--- src/rtl/uart_transceiver.sv ---
`timescale 1ns/1ps
// uart_transceiver
// Full-duplex UART with elaboration-time frame format: DATA_BITS data bits
// (LSB first), optional odd/even parity and one or two transmitted stop bits.
// Bit period is CPB = CLK_HZ / BAUD_RATE clock cycles.
//
// Ports:
//   clk_in, rst_n_in          system clock, asynchronous active-low reset
//   tx_data_in/tx_valid_in    word to send, taken when tx_ready_out is high
//   tx_ready_out              transmitter idle
//   tx_wire_out               serial TX line, idle high
//   rx_wire_in                serial RX line, asynchronous to clk_in
//   rx_data_out               last received word (held between pulses)
//   rx_valid_out              one-cycle pulse per received frame
//   rx_parity_err_out         parity mismatch on the pulsed frame
//   rx_frame_err_out          first stop bit sampled low on the pulsed frame
//   loopback_in               only when UART_LOOPBACK_EN is defined: routes the
//                             internal TX bit into the receiver and holds
//                             tx_wire_out high
//
// Optional build macro: UART_LOOPBACK_EN
module uart_transceiver #(
  parameter int CLK_HZ    = 100_000_000,
  parameter int BAUD_RATE = 115_200,
  parameter int DATA_BITS = 8,
  parameter int PARITY    = 0,
  parameter int STOP_BITS = 1
) (
  input  logic                 clk_in,
  input  logic                 rst_n_in,
`ifdef UART_LOOPBACK_EN
  input  logic                 loopback_in,
`endif
  input  logic [DATA_BITS-1:0] tx_data_in,
  input  logic                 tx_valid_in,
  output logic                 tx_ready_out,
  output logic                 tx_wire_out,
  input  logic                 rx_wire_in,
  output logic [DATA_BITS-1:0] rx_data_out,
  output logic                 rx_valid_out,
  output logic                 rx_parity_err_out,
  output logic                 rx_frame_err_out
);

  localparam int CPB   = CLK_HZ / BAUD_RATE;
  localparam int HALF  = CPB / 2;
  localparam int CNT_W = $clog2(STOP_BITS * CPB) + 1;
  localparam int IDX_W = $clog2(DATA_BITS);

  generate
    if (CPB < 4) begin : g_bad_cpb
      $error("uart_transceiver: CLK_HZ/BAUD_RATE must be at least 4");
    end
    if (DATA_BITS < 5 || DATA_BITS > 9) begin : g_bad_width
      $error("uart_transceiver: DATA_BITS must be 5..9");
    end
    if (PARITY < 0 || PARITY > 2) begin : g_bad_parity
      $error("uart_transceiver: PARITY must be 0, 1 or 2");
    end
    if (STOP_BITS < 1 || STOP_BITS > 2) begin : g_bad_stop
      $error("uart_transceiver: STOP_BITS must be 1 or 2");
    end
  endgenerate

  logic loopback_active;
`ifdef UART_LOOPBACK_EN
  assign loopback_active = loopback_in;
`else
  assign loopback_active = 1'b0;
`endif

  // ---------------------------------------------------------------- TX
  typedef enum logic [2:0] {TX_IDLE, TX_START, TX_DATA, TX_PARITY, TX_STOP} tx_state_t;

  tx_state_t              tx_state_reg;
  logic [CNT_W-1:0]       tx_cnt_reg;
  logic [IDX_W-1:0]       tx_idx_reg;
  logic [DATA_BITS-1:0]   tx_shift_reg;
  logic                   tx_par_reg;
  logic                   tx_wire_reg;
  logic                   tx_ready_reg;

  // Every bit boundary lands on an edge t0 + k*CPB after the accepting edge:
  // the counter is loaded with CPB-1 and the next bit is driven when it hits 0.
  always_ff @(posedge clk_in or negedge rst_n_in) begin
    if (!rst_n_in) begin
      tx_state_reg <= TX_IDLE;
      tx_cnt_reg   <= '0;
      tx_idx_reg   <= '0;
      tx_shift_reg <= '0;
      tx_par_reg   <= 1'b0;
      tx_wire_reg  <= 1'b1;
      tx_ready_reg <= 1'b0;
    end else if (tx_state_reg == TX_IDLE) begin
      if (!tx_ready_reg) begin
        // only reachable straight after reset release
        tx_ready_reg <= 1'b1;
      end else if (tx_valid_in) begin
        tx_shift_reg <= tx_data_in;
        tx_par_reg   <= (PARITY == 1) ? ~^tx_data_in : ^tx_data_in;
        tx_wire_reg  <= 1'b0;
        tx_ready_reg <= 1'b0;
        tx_cnt_reg   <= CNT_W'(CPB - 1);
        tx_state_reg <= TX_START;
      end
    end else if (tx_cnt_reg != '0) begin
      tx_cnt_reg <= tx_cnt_reg - 1'b1;
    end else begin
      case (tx_state_reg)
        TX_START: begin
          tx_wire_reg  <= tx_shift_reg[0];
          tx_shift_reg <= tx_shift_reg >> 1;
          tx_idx_reg   <= '0;
          tx_cnt_reg   <= CNT_W'(CPB - 1);
          tx_state_reg <= TX_DATA;
        end
        TX_DATA: begin
          if (tx_idx_reg == IDX_W'(DATA_BITS - 1)) begin
            if (PARITY != 0) begin
              tx_wire_reg  <= tx_par_reg;
              tx_cnt_reg   <= CNT_W'(CPB - 1);
              tx_state_reg <= TX_PARITY;
            end else begin
              tx_wire_reg  <= 1'b1;
              tx_cnt_reg   <= CNT_W'(STOP_BITS * CPB - 1);
              tx_state_reg <= TX_STOP;
            end
          end else begin
            tx_wire_reg  <= tx_shift_reg[0];
            tx_shift_reg <= tx_shift_reg >> 1;
            tx_idx_reg   <= tx_idx_reg + 1'b1;
            tx_cnt_reg   <= CNT_W'(CPB - 1);
          end
        end
        TX_PARITY: begin
          tx_wire_reg  <= 1'b1;
          tx_cnt_reg   <= CNT_W'(STOP_BITS * CPB - 1);
          tx_state_reg <= TX_STOP;
        end
        TX_STOP: begin
          tx_ready_reg <= 1'b1;
          tx_state_reg <= TX_IDLE;
        end
        default: tx_state_reg <= TX_IDLE;
      endcase
    end
  end

  assign tx_ready_out = tx_ready_reg;
  assign tx_wire_out  = tx_wire_reg | loopback_active;

  // ---------------------------------------------------------------- RX
  typedef enum logic [2:0] {RX_IDLE, RX_START, RX_DATA, RX_PARITY, RX_STOP, RX_WAIT_IDLE} rx_state_t;

  logic                   rx_line;
  logic                   rx_sync1_reg;
  logic                   rx_sync2_reg;
  rx_state_t              rx_state_reg;
  logic [CNT_W-1:0]       rx_cnt_reg;
  logic [IDX_W-1:0]       rx_idx_reg;
  logic [DATA_BITS-1:0]   rx_shift_reg;
  logic                   rx_par_reg;
  logic [DATA_BITS-1:0]   rx_data_reg;
  logic                   rx_valid_reg;
  logic                   rx_perr_reg;
  logic                   rx_ferr_reg;

  assign rx_line = loopback_active ? tx_wire_reg : rx_wire_in;

  always_ff @(posedge clk_in or negedge rst_n_in) begin
    if (!rst_n_in) begin
      rx_sync1_reg <= 1'b1;
      rx_sync2_reg <= 1'b1;
      rx_state_reg <= RX_IDLE;
      rx_cnt_reg   <= '0;
      rx_idx_reg   <= '0;
      rx_shift_reg <= '0;
      rx_par_reg   <= 1'b0;
      rx_data_reg  <= '0;
      rx_valid_reg <= 1'b0;
      rx_perr_reg  <= 1'b0;
      rx_ferr_reg  <= 1'b0;
    end else begin
      rx_sync1_reg <= rx_line;
      rx_sync2_reg <= rx_sync1_reg;
      rx_valid_reg <= 1'b0;
      case (rx_state_reg)
        RX_IDLE: begin
          if (!rx_sync2_reg) begin
            rx_cnt_reg   <= CNT_W'(HALF - 1);
            rx_state_reg <= RX_START;
          end
        end
        // after a break, hold off until the line is released so one long
        // low period yields exactly one (errored) frame
        RX_WAIT_IDLE: begin
          if (rx_sync2_reg) rx_state_reg <= RX_IDLE;
        end
        default: begin
          if (rx_cnt_reg != '0) begin
            rx_cnt_reg <= rx_cnt_reg - 1'b1;
          end else begin
            case (rx_state_reg)
              RX_START: begin
                if (rx_sync2_reg) begin
                  rx_state_reg <= RX_IDLE;  // glitch shorter than half a bit
                end else begin
                  rx_idx_reg   <= '0;
                  rx_cnt_reg   <= CNT_W'(CPB - 1);
                  rx_state_reg <= RX_DATA;
                end
              end
              RX_DATA: begin
                rx_shift_reg <= {rx_sync2_reg, rx_shift_reg[DATA_BITS-1:1]};
                rx_cnt_reg   <= CNT_W'(CPB - 1);
                if (rx_idx_reg == IDX_W'(DATA_BITS - 1))
                  rx_state_reg <= (PARITY != 0) ? RX_PARITY : RX_STOP;
                else
                  rx_idx_reg <= rx_idx_reg + 1'b1;
              end
              RX_PARITY: begin
                rx_par_reg   <= rx_sync2_reg;
                rx_cnt_reg   <= CNT_W'(CPB - 1);
                rx_state_reg <= RX_STOP;
              end
              RX_STOP: begin
                rx_valid_reg <= 1'b1;
                rx_data_reg  <= rx_shift_reg;
                // odd mode expects the XOR of data and parity to be 1
                rx_perr_reg  <= (PARITY != 0) &&
                                ((^rx_shift_reg ^ rx_par_reg) != (PARITY == 1));
                rx_ferr_reg  <= ~rx_sync2_reg;
                rx_state_reg <= rx_sync2_reg ? RX_IDLE : RX_WAIT_IDLE;
              end
              default: rx_state_reg <= RX_IDLE;
            endcase
          end
        end
      endcase
    end
  end

  assign rx_data_out       = rx_data_reg;
  assign rx_valid_out      = rx_valid_reg;
  assign rx_parity_err_out = rx_perr_reg;
  assign rx_frame_err_out  = rx_ferr_reg;

endmodule

--- config.mk ---
export PLATFORM = sky130hd
export DESIGN_NAME = uart_transceiver
export DESIGN_NICKNAME = d
export VERILOG_FILES = /design/src/rtl/uart_transceiver.sv
export SDC_FILE = /design/constraint.sdc
export NUM_CORES = 1
export LEC_CHECK = 0
export CELL_PAD_IN_SITES_DETAIL_PLACEMENT = 0
export CELL_PAD_IN_SITES_GLOBAL_PLACEMENT = 1
export CORE_MARGIN = 2
export CORE_UTILIZATION = 45
export CTS_CLUSTER_SIZE = 14
export DETAILED_ROUTE_END_ITERATION = 8
export DONT_BUFFER_PORTS = 1
export PLACE_DENSITY_LB_ADDON = 0.15
export SETUP_SLACK_MARGIN = 0.15
export SLEW_MARGIN = 20
export SYNTH_ARGS = -nofsm -noshare
export SYNTH_HDL_FRONTEND = slang
export SYNTH_SLANG_ARGS = --single-unit
--- constraint.sdc ---
create_clock -name clk_in -period 2.3 [get_ports clk_in]
set_clock_uncertainty 0.2 [all_clocks]
set_input_delay 0.23 -clock clk_in [delete_from_list [all_inputs] [get_ports clk_in]]
set_output_delay 0.23 -clock clk_in [all_outputs]
set_load 0.1 [all_outputs]
* After elaboration in Yosys (flattened, before gate mapping)
Cells that the tools add are included.
** Storage, ports and cells
- Register bits after elaboration :: 64
- Bits of input ports :: 12
- Output and inout bits :: 13
- Logic and storage cells :: 123
** Operators by class
- Add/sub/neg operators :: 4
- Equality and inequality tests :: 24
- Multiplexer cells :: 49
- Bitwise logic cells :: 6
- Reduce and logical (&&, ||, !) cells :: 25
** Operators with widths (number)
- $mux 11 :: 8
- $pmux 11 s2 :: 2
- $mux 8 :: 5
- $mux 3 :: 13
- $reduce_bool 11->1 :: 2
- $sub 11x1->11 const B :: 2
- $reduce_and 4->1 :: 5
- $pmux 3 s2 :: 3
- $ne 2x2->1 const B :: 8
- $pmux 8 s2 :: 1
- $eq 3x3->1 const B :: 5
- $mux 1 :: 13
- $eq 3x2->1 const B :: 4
- $pmux 3 s4 :: 1
- $reduce_and 5->1 :: 2
- $ne 3x3->1 const B :: 3
- $pmux 3 s3 :: 1
- $reduce_and 3->1 :: 3
- $reduce_bool 4->1 :: 2
- $add 3x1->3 const B :: 2
- $eq 3x1->1 const B :: 2
- $logic_not 3->1 :: 2
- $not 1->1 :: 6
- $reduce_bool 2->1 :: 3
- 8 further kinds :: 10

* Longest topological paths before layout
- Word-level depth :: 5
- Gate-level depth with buffers :: 8
- Gate-level depth less buffers :: 6

* Worst setup path after synthesis
Ideal clock, no wire load.
- Kind :: register to register
- From :: register tx_ready_reg (netlist: tx_ready_out)
- To :: register tx_shift_reg[0]
- Setup time :: 0.125 ns
- Arrival time :: 1.941 ns
- Data required time :: 1.975 ns
- Slack :: 0.035 ns
- Stages on the path, launching flop included :: 4
- Buffers on the path :: 0
- Clock period less this slack :: 2.265 ns
- Path through :: dfrtp_1 > nand3_1 > a21oi_4 > mux2_2
** Between the ends
- Longest elaborated chain between the ends :: 2
** Ends and longest elaborated chain
- from (decl) :: RTL line 81 : logic tx_ready_reg;
- from (signal assigned) :: RTL line 93 : tx_ready_reg <= 1'b0;
- from (signal assigned) :: RTL line 97 : tx_ready_reg <= 1'b1;
- from (signal assigned) :: RTL line 102 : tx_ready_reg <= 1'b0;
- $ne 2x2->1 (no source line)
- $reduce_and 5->1 (no source line)
- to (signal assigned) :: RTL line 99 : tx_shift_reg <= tx_data_in;
- to (signal assigned) :: RTL line 112 : tx_shift_reg <= tx_shift_reg >> 1;
- to (signal assigned) :: RTL line 130 : tx_shift_reg <= tx_shift_reg >> 1;
- to (decl) :: RTL line 78 : logic [DATA_BITS-1:0] tx_shift_reg;
No other way between the ends.
A chain may end at the register's enable or synchronous reset.

* Worst setup path after layout
- From :: register tx_cnt_reg[1]
- To :: register tx_cnt_reg[8]
** Between the ends
- Longest elaborated chain between the ends :: 3
- Elaborated cells between the ends (all ways) :: 6
- Classes of those cells :: 1 x add/sub; 2 x mux; 3 x reduce/logical
** Ends and longest elaborated chain
- from (decl) :: RTL line 76 : logic [CNT_W-1:0] tx_cnt_reg;
- from (signal assigned) :: RTL line 103 : tx_cnt_reg <= CNT_W'(CPB - 1);
- from (signal assigned) :: RTL line 107 : tx_cnt_reg <= tx_cnt_reg - 1'b1;
- from (signal assigned) :: RTL line 114 : tx_cnt_reg <= CNT_W'(CPB - 1);
- $sub 11x1->11 or $reduce_bool 11->1 (tied branches) :: RTL line 107, 106
- $mux 11 or $reduce_bool 3->1 (tied branches)
- $mux 11 or $reduce_and 3->1 (tied branches)
Parallel ways exist; a longest one is shown, timed or not.

==> out/metrics.cfg <==
[setup_path]
cpLargestDelayFamily = simple AND/OR/NAND/NOR gates
r2r_setup_slack_ns = 0.24
slowest_stage = dfrtp_1
path_buf_inv = 1
cp-end-kind = register
crit_chain = inv_2 > ha_1 > or3b_4 > or3_1 > and2_1 > o31ai_1
worstPathMaxFanout = 4
rr_startpoint = tx_cnt_reg[1]$_DFFE_PN0P_
critical_path.startpoint = tx_cnt_reg[1]$_DFFE_PN0P_
arrival_ns = 2.11
slowest_delay_ns = 0.41
start_kind = register
path_class = register to register
crit_required_ns = 2.35

[global_routing]
grt_use_total = 0.184
antenna_found_initial = 0
grt_pass1_vias = 2535
grt-ovfl-total = 0
grt_pass1_wl_um = 12100
grt_max_degree = 65

[layout]
areaGrowthSynthToFinish_pct = 22.4
drive_above_1_share = 0.279
antenna_cells = 0
fillCellCount = 641
nets = 380
final_util = 0.569

[routing]
wl_um = 6950
postRouteAntennaNets = 0
drc = 0
first_pass_iters = 4
initialDrtViolationCount = 119
wire_per_inst_um = 15.0
vias = 2616
post_drt_via_cell_ratio = 5.64

[pwr]
p_leak_nw = 1.85
power.density_nw_per_um2 = 557
vdd_drop_max_mv = 0.431
p_total_mw = 2.30

[floorplanning]
rows = 31
dieArea_um2 = 8200
die_x_um = 90.5
num_io_pins = 25
coreArea_um2 = 7250
initial_core_util = 0.465
dieHeight_um = 90.5

[place]
io_buffers = 0
place.gp.congestion = 0.814
dp_hpwl_um = 4610

[clocking]
path_clk_slew_ns = 0.07
worstSkewPairLatency_ns = 0.35
clock_path_buffers = 2
cts_buffers = 9
cts_tree = done
cts_root_buffer = clkbuf_8
cts_htree_levels = 3
cts.sinks = 64

[synth]
yosysWarnings = 0
synth_area_um2 = 3370
async_flop_share = 1.00
synth_edf_count = 0
yosys-top-cells-count = dfrtp_1, nand2_1, mux2_2
syn_nets = 340
ys.flop_type = dfrtp_1
syn_inst = 320
synth.area.top_cells = dfrtp_1, mux2_2, nand2_1
synth.most_common_cell = dfrtp_1
postSynthAreaPerCell_um2 = 10.5
synth_top_area_cell = dfrtp_1
ys_ff_latch = 64
seq_area_frac_synth = 0.476
synth_top_area_frac = 0.453
yosysUniqueCellTypes = 66

[timing]
hold_viol_final = 0
fmax_mhz = 485
fin_tns_setup_ns = 0
slew_headroom = 0.402
finalMaxSlewViolations = 0
finalWorstPathRequiredPeriod_ns = 2.06
min_period_over_period = 0.896
setup_violations = 0
rsz0062_at_grt = yes
tightest_slew_ns = 0.898

[run_status]
status = finished clean

[hold_path]
min_from = tx_valid_in
min_path_type = primary input to register

[job]
maxCapViolCount = 0

## worst register-to-register path: cells and delay by family, from the launching register on
kind	cells	cell delay [ns]
and+or+nand+nor	3	0.90
DFF	1	0.41
adders and majority gates	1	0.18
AOI/OAI and AO/OA	1	0.18
buffers and inverters	1	0.10
## path summary, 6_finish.rpt
kind | end | cells after the start
max | tx_cnt_reg[8]$_DFFE_PN0P_ | 6
min | tx_cnt_reg[7]$_DFFE_PN0P_ | 3
max reg2reg | tx_cnt_reg[8]$_DFFE_PN0P_ | 6
min reg2reg | rx_sync2_reg$_DFF_PN1_ | 0
max in group asynchronous | tx_wire_out$_DFFE_PN1P_ | 2
min in group asynchronous | rx_cnt_reg[6]$_DFFE_PN0P_ | 2
## per-layer routing
metal / part of all wire / global-route usage / vias to the layer above
met3: 0.041 / 0.0534 / 7
met2: 0.49 / 0.295 / 54
met5: 0 / 0 / -
met1: 0.46 / 0.239 / 1283
li1: - / - / 1272
met4: 0.013 / 0.0603 / 0
## timing repair
action	in CTS	in global routing
gates cloned	0	0
resized for setup	4	11
hold buffers	12	0
hold endpoints to repair	74	0
setup endpoints to repair	10	31
setup buffers	1	5
pin swaps	1	2
## cell usage in the layout (no fill, tap or decap), types with 3 or more instances in the layout
cell type,n
nand3_1,6
mux2_4,4
nand4_1,5
mux2_2,21
a21oi_1,3
dfrtp_1,60
or4_1,3
o41ai_1,3
inv_1,13
o21ai_0,10
a22o_1,4
nand2b_1,3
o31ai_1,4
clkbuf_8,9
o21a_1,3
nor2b_1,3
a31oi_1,3
dfstp_2,3
or3_1,7
mux2i_1,5
nor3_2,3
clkinv_4,3
a32o_1,4
nor2_1,13
o22ai_1,3
nor3_1,14
nand2_1,32
buf_4,33
nor4_1,3
nor3b_1,3
a22oi_1,5
a211oi_1,5
dlygate4sd3_1,11
ha_1,7
## kinds of logic after synthesis
group,count (synthesis),synth area share
AOI/OAI and AO/OA,69,0.157
xor gates and xnor gates,3,0.00780
adders and majority gates,8,0.0297
buffers and inverters,32,0.0393
DFF,64,0.476
muxes,31,0.103
other,1,0.00111
and+or+nand+nor,112,0.186
## final cells by class
| class | instances | area, um^2 | area share |
|---|---|---|---|
| timing repair buffer | 46 | 405 | 0.0983 |
| clock inverter | 7 | 104 | 0.0252 |
| inverter | 15 | 56.3 | 0.0136 |
| clock buffer | 9 | 124 | 0.0300 |
| tap | 99 | 124 | 0.0300 |
| sequential | 64 | 1610 | 0.389 |
| multi-input combinational | 224 | 1710 | 0.413 |
## power breakdown
group | total (mW) | switching [mW] | internal (mW) | leakage, nW
registers | 1.13 | 0.00142 | 1.13 | 0.789
logic | 0.0539 | 0.0351 | 0.0188 | 0.950
clock network | 1.11 | 0.491 | 0.623 | 0.114
## through the flow
step | setup slack [ns] | instances | hold WS [ns] | instance area [um^2]
5_1_grt | 0.139 | 464 | 0.131 | 4130
3_3_place_gp | 0.0979 | 430 | -0.264 | 3640
2_1_floorplan | 0.190 | 320 | -0.266 | 3380
6_report | 0.238 | 464 | 0.0907 | 4130
4_1_cts | 0.149 | 459 | 0.0719 | 4030
3_5_place_dp | 0.0434 | 430 | -0.263 | 3640
(Power assumes the default switching activity.)
